[src/rtl/uart_pkg.sv]
// Shared UART definitions: parity encodings and the frame FSM state
// encoding, common to the transmit framer and the matching receiver.
package uart_pkg;

    localparam logic [2:0] NONE  = 3'd0;
    localparam logic [2:0] EVEN  = 3'd1;
    localparam logic [2:0] ODD   = 3'd2;
    localparam logic [2:0] MARK  = 3'd3;
    localparam logic [2:0] SPACE = 3'd4;

    typedef enum logic [2:0] {
        IDLE   = 3'd0,
        START  = 3'd1,
        DATA   = 3'd2,
        PARITY = 3'd3,
        STOP   = 3'd4
    } uart_state_t;

    // Parity encodings 5..7 are reserved and behave like NONE.
    function automatic logic parity_enabled(input logic [2:0] ptype);
        return (ptype == EVEN) || (ptype == ODD) ||
               (ptype == MARK) || (ptype == SPACE);
    endfunction

endpackage

[src/rtl/uart_baud_gen.sv]
// Bit-period timer: counts 0..CLKS_PER_BIT-1 and pulses tick on the last
// count of every bit. Held at zero while clear is high so the first bit
// of a frame always gets a full period.
module uart_baud_gen #(
    parameter int CLKS_PER_BIT = 16
) (
    input  logic clk,
    input  logic rst_n,
    input  logic clear,
    output logic tick
);

    localparam int CW = (CLKS_PER_BIT > 2) ? $clog2(CLKS_PER_BIT) : 1;
    localparam logic [CW-1:0] LAST = CW'(CLKS_PER_BIT - 1);

    logic [CW-1:0] count;

    // Free-running bit counter that wraps at the end of each bit period.
    always_ff @(posedge clk) begin
        if (!rst_n || clear) begin
            count <= '0;
        end else if (count == LAST) begin
            count <= '0;
        end else begin
            count <= count + 1'b1;
        end
    end

    assign tick = !clear && (count == LAST);

endmodule

[src/rtl/uart_tx_framer.sv]
// UART transmit framer: start bit, LSB-first data, optional parity and one
// or two stop bits. A word offered in the last stop cycle follows on with
// no idle gap between frames.
module uart_tx_framer
    import uart_pkg::*;
#(
    parameter int DATA_WIDTH   = 8,
    parameter int CLKS_PER_BIT = 16
) (
    input  logic                  CLK,
    input  logic                  RST_N,
    input  logic [DATA_WIDTH-1:0] DATA_IN,
    input  logic [2:0]            PARITY_TYPE,
    input  logic                  STOP_BITS,
    input  logic                  TX_VALID,
    output logic                  TX_READY,
    output logic                  TX_OUT,
    output logic                  BUSY,
    output logic                  PARITY_OUT
);

    localparam int IW = 4;
    localparam logic [IW-1:0] LAST_IDX = IW'(DATA_WIDTH - 1);

    uart_state_t           state, state_next;
    logic [IW-1:0]         bit_idx, bit_idx_next;
    logic                  stop_second, stop_second_next;
    logic [DATA_WIDTH-1:0] data_reg;
    logic                  par_en_reg;
    logic                  stop2_reg;
    logic                  tx_reg, tx_next;
    logic                  parity_reg, parity_calc;
    logic                  tick;
    logic                  accept;
    logic [DATA_WIDTH-1:0] data_shift;

    uart_baud_gen #(
        .CLKS_PER_BIT(CLKS_PER_BIT)
    ) u_baud (
        .clk  (CLK),
        .rst_n(RST_N),
        .clear(state == IDLE),
        .tick (tick)
    );

    assign TX_READY   = (state == IDLE) ||
                        ((state == STOP) && tick && (stop_second || !stop2_reg));
    assign accept     = TX_VALID && TX_READY;
    assign TX_OUT     = tx_reg;
    assign BUSY       = (state != IDLE);
    assign PARITY_OUT = parity_reg;

    // Parity of the word currently offered, latched only on accept.
    always_comb begin
        parity_calc = 1'b0;
        case (PARITY_TYPE)
            EVEN:    parity_calc = ^DATA_IN;
            ODD:     parity_calc = ~(^DATA_IN);
            MARK:    parity_calc = 1'b1;
            default: parity_calc = 1'b0;
        endcase
    end

    // Frame sequencing plus the line level to present in the next cycle.
    always_comb begin
        state_next       = state;
        bit_idx_next     = bit_idx;
        stop_second_next = stop_second;
        tx_next          = 1'b1;
        data_shift       = '0;
        case (state)
            IDLE: begin
                if (accept) begin
                    state_next   = START;
                    bit_idx_next = '0;
                end
            end
            START: begin
                if (tick) begin
                    state_next   = DATA;
                    bit_idx_next = '0;
                end
            end
            DATA: begin
                if (tick) begin
                    if (bit_idx == LAST_IDX) begin
                        state_next       = par_en_reg ? PARITY : STOP;
                        stop_second_next = 1'b0;
                    end else begin
                        bit_idx_next = bit_idx + 1'b1;
                    end
                end
            end
            PARITY: begin
                if (tick) begin
                    state_next       = STOP;
                    stop_second_next = 1'b0;
                end
            end
            STOP: begin
                if (tick) begin
                    if (stop2_reg && !stop_second) begin
                        stop_second_next = 1'b1;
                    end else if (accept) begin
                        state_next   = START;
                        bit_idx_next = '0;
                    end else begin
                        state_next = IDLE;
                    end
                end
            end
            default: state_next = IDLE;
        endcase

        case (state_next)
            START:   tx_next = 1'b0;
            DATA: begin
                data_shift = data_reg >> bit_idx_next;
                tx_next    = data_shift[0];
            end
            PARITY:  tx_next = parity_reg;
            default: tx_next = 1'b1;
        endcase
    end

    // State, line register and per-frame configuration captured on accept.
    always_ff @(posedge CLK) begin
        if (!RST_N) begin
            state       <= IDLE;
            bit_idx     <= '0;
            stop_second <= 1'b0;
            tx_reg      <= 1'b1;
            parity_reg  <= 1'b0;
            data_reg    <= '0;
            par_en_reg  <= 1'b0;
            stop2_reg   <= 1'b0;
        end else begin
            state       <= state_next;
            bit_idx     <= bit_idx_next;
            stop_second <= stop_second_next;
            tx_reg      <= tx_next;
            if (accept) begin
                data_reg   <= DATA_IN;
                parity_reg <= parity_calc;
                par_en_reg <= parity_enabled(PARITY_TYPE);
                stop2_reg  <= STOP_BITS;
            end
        end
    end

endmodule

[config.mk]
export PLATFORM = sky130hd
export DESIGN_NAME = uart_tx_framer
export DESIGN_NICKNAME = d
export VERILOG_FILES = /design/src/rtl/uart_pkg.sv /design/src/rtl/uart_baud_gen.sv /design/src/rtl/uart_tx_framer.sv
export SDC_FILE = /design/constraint.sdc
export NUM_CORES = 1
export LEC_CHECK = 0
export ABC_AREA = 1
export CAP_MARGIN = 30
export CORE_UTILIZATION = 50
export CTS_CLUSTER_DIAMETER = 60
export CTS_CLUSTER_SIZE = 16
export DETAILED_ROUTE_END_ITERATION = 6
export GPL_TIMING_DRIVEN = 0
export HOLD_SLACK_MARGIN = 0.12
export PLACE_DENSITY = 0.74
export SYNTH_ARGS = -nofsm -noshare
export SYNTH_HDL_FRONTEND = slang
export SYNTH_HIERARCHICAL = 1
export SYNTH_SLANG_ARGS = --single-unit
[constraint.sdc]
create_clock -name CLK -period 2.3 [get_ports CLK]
set_input_delay 0.46 -clock CLK [delete_from_list [all_inputs] [get_ports CLK]]
set_output_delay 0.46 -clock CLK [all_outputs]
set_load 0.05 [all_outputs]
==> flow_summary.json <==
{
  "netlist_instances": 205,
  "ir_drop_v": 0.0003572,
  "synth_top_area_share_pct": 34.10,
  "worstPathMaxFanout": 9,
  "netlist_area_mm2": 0.001409,
  "ys_types": 31,
  "die_y_um": 55.08,
  "timing_worst_setup_path_type": "reg -> out",
  "largest_reg_flops": 8,
  "critPathBufInv": 2,
  "synthMuxAreaShare_pct": 0,
  "vias": 1319,
  "io_buffers": 18,
  "insertion_delay_ns": 0.31,
  "drc": 0,
  "die_area_mm2": 0.003034,
  "grt_setup_unrepaired": "no",
  "crit_chain": "ha_1, nand3_2, nor2_1, clkbuf_4, nand2_1, a21oi_2, buf_6",
  "power_uw": 813.1,
  "first_global_vias": 1204,
  "clock_path_buffers": 2,
  "h-tree-depth": 1,
  "min_from": "u_baud/count[0]",
  "top_layer_used": "met4",
  "cp_top_family": "flip-flops",
  "hold_slack_ns": 0.4397,
  "core_mm2": 0.002567,
  "syn_area_per_cell_um2": 6.872,
  "finalSetupViolCount": 0,
  "met1_length_um": 1415,
  "synth_warnings": 6,
  "nNetsFinal": 245,
  "synth.ff_latch_count": 24,
  "min_period_ns": 2.196,
  "clock.fmax_ghz": 0.4553,
  "multi_input_area_um2": 788.3,
  "placed_cell_area_mm2": 0.001630,
  "rr_startpoint": "u_baud/count[1]",
  "power_density_mw_per_mm2": 489.4,
  "place_congestion": 0.9071,
  "synth_fa_ha_area_share_pct": 1.776,
  "tritoncts": "built",
  "final.period_utilization_pct": 95.49,
  "clock_sinks": 24,
  "fin_cells": 256,
  "crit_start": "u_baud/count[1]",
  "grt_max_degree": 13,
  "cap_violations": 0,
  "rows": 18,
  "ant_nets": 0,
  "clk_pin_slew_ns": 0.13,
  "antenna_found_initial": 0,
  "grtUsageTotal_pct": 22.26,
  "routed_wl_um": 2891,
  "wl_met2_um": 1382,
  "synth_compound_area_share_pct": 15.45,
  "hold_viol": 0,
  "slew_headroom_pct": 67.27,
  "skew_ns": 0.004735,
  "drt-pass1-iter-count": 4,
  "fill_cells": 239,
  "hold_class": "reg -> reg",
  "regArea_um2": 486.7,
  "leakagePower_nw": 0.6913,
  "dr_wl_met3_um": 53,
  "viasPerCell": 5.152,
  "drive_above_1_share_pct": 15.04,
  "synth_xor_area_share_pct": 5.595,
  "grt_pass1_wl_um": 4843,
  "drt_iter0_markers": 21,
  "cts_made_buffers": 3,
  "required_ns": 1.84,
  "n_antenna_cell": 0,
  "overflow": 0,
  "place_ws_ns": -0.2803,
  "io_pins": 19,
  "dp_hpwl_um": 2350,
  "drv_slew": 0,
  "cp-start-kind": "flop",
  "synth_area_leaders": "dfxtp_1, nor2_1, inv_1",
  "slowest_delay_ns": 0.39,
  "synth.yosys.seq_area_share_pct": 34.10,
  "placedCellCount": 253,
  "crit_arrival_ns": 1.74,
  "clockRootBuffer": "clkbuf_4",
  "synth_top_family_by_area": "simple AND/OR/NAND/NOR gates",
  "cp_slowest_cell": "dfxtp_1",
  "fin_area_mm2": 0.001662,
  "initial_utilization_pct": 54.87,
  "layout_setup_ws_ns": 0.1037,
  "cts_setup_buffers": 0,
  "status": "finished, final reports clean",
  "worst_setup_path_end_kind": "output pin",
  "die_w_um": 55.08,
  "synthSimpleGateAreaFrac_pct": 32.86,
  "tightest_slew_ns": 0.4894,
  "yosys.area.top_type": "dfxtp_1",
  "hold_buffers": 0,
  "synth_fp_nets": 222,
  "syn2layout_area_growth_pct": 17.94,
  "avgRoutedWirePerCell_um": 11.29,
  "rrSetupSlack_ns": 0.22
}
## report_power, final
part,internal [mW],switching (mW),total (mW)
registers,0.438,0.0108,0.449
logic,0.0733,0.102,0.175
clock network,0.0613,0.128,0.189
total,0.573,0.240,0.813
## cells in the mapped netlist
cell type and count:
nor2_1 28, inv_1 27, nand2_1 27, dfxtp_1 24, nand3_1 16, a21oi_1 15
o21ai_0 14, xnor2_1 7, inv_2 6, nand2_2 5, nand2_4 4, clkbuf_1 3
nor2_2 3, ha_1 2, nand4_1 2, nor2_4 2, nor3_1 2, o211ai_1 2
o21ai_1 2, o21ai_2 2, xor2_1 2, a21oi_2 1, a31oi_1 1, buf_2 1
clkinv_1 1, nand3_2 1, nor4_1 1, nor4_2 1, o21bai_1 1, o31ai_1 1
or4_1 1
## logic make-up (layout without fill, tap and decap cells)
| family | count (synthesis) | after routing |
|---|---|---|
| simple gates | 93 | 93 |
| compound gates | 39 | 39 |
| buf+inv | 38 | 59 |
| flops | 24 | 24 |
| xor+xnor | 9 | 9 |
| fa+ha+maj | 2 | 2 |
## final timing paths
path	endpoint	cells past startpoint
max reg2reg	TX_OUT	16
max	TX_READY	7
min reg2reg	u_baud/count[0]	1
min	u_baud/count[0]	1
## metal layers
layer  vias up  track usage [%]
met5         -                0
li1        703                -
met2        15            40.36
met4         0            8.750
met3         4            2.459
met1       597            26.50
## cell usage in the layout, fill, tap and decap left out, types with 2 or more instances in the layout
cell type / count
nand2_1: 27
nor2_2: 3
clkbuf_1: 3
o21ai_0: 14
dfxtp_2: 2
o211ai_1: 2
nor2_1: 28
a21oi_2: 2
clkdlybuf4s50_1: 16
nand2_4: 4
o21ai_1: 2
clkbuf_4: 4
xor2_1: 2
nor2_4: 2
ha_1: 2
nand3_1: 16
dfxtp_1: 21
xnor2_1: 7
nand4_1: 2
nor3_1: 2
a21oi_1: 14
inv_1: 27
inv_2: 6
o21ai_2: 2
nand2_2: 5
## stage by stage
step / utilization [%] / setup TNS, ns
3_5_place_dp: 63.50 / -0.2803
2_1_floorplan: - / 0
5_1_grt: 64.72 / 0
4_1_cts: 64.28 / 0
6_report: 64.72 / 0
3_3_place_gp: 63.50 / -0.2560
## what timing repair did
item                                    CTS  global route
pin swaps                                 0             0
gates resized for setup                   8             5
endpoints found under the hold margin     0             0
endpoints found under the setup margin    2             2
## cell type report
type | instances | share of cell area [%]
timing repair buffer | 18 | 10.84
inverter | 34 | 7.681
tap | 30 | 2.259
clock buffer | 3 | 1.355
buffer | 4 | 1.130
sequential | 24 | 29.29
multi-input combinational | 143 | 47.44
Power figures use the tool's default switching activity.
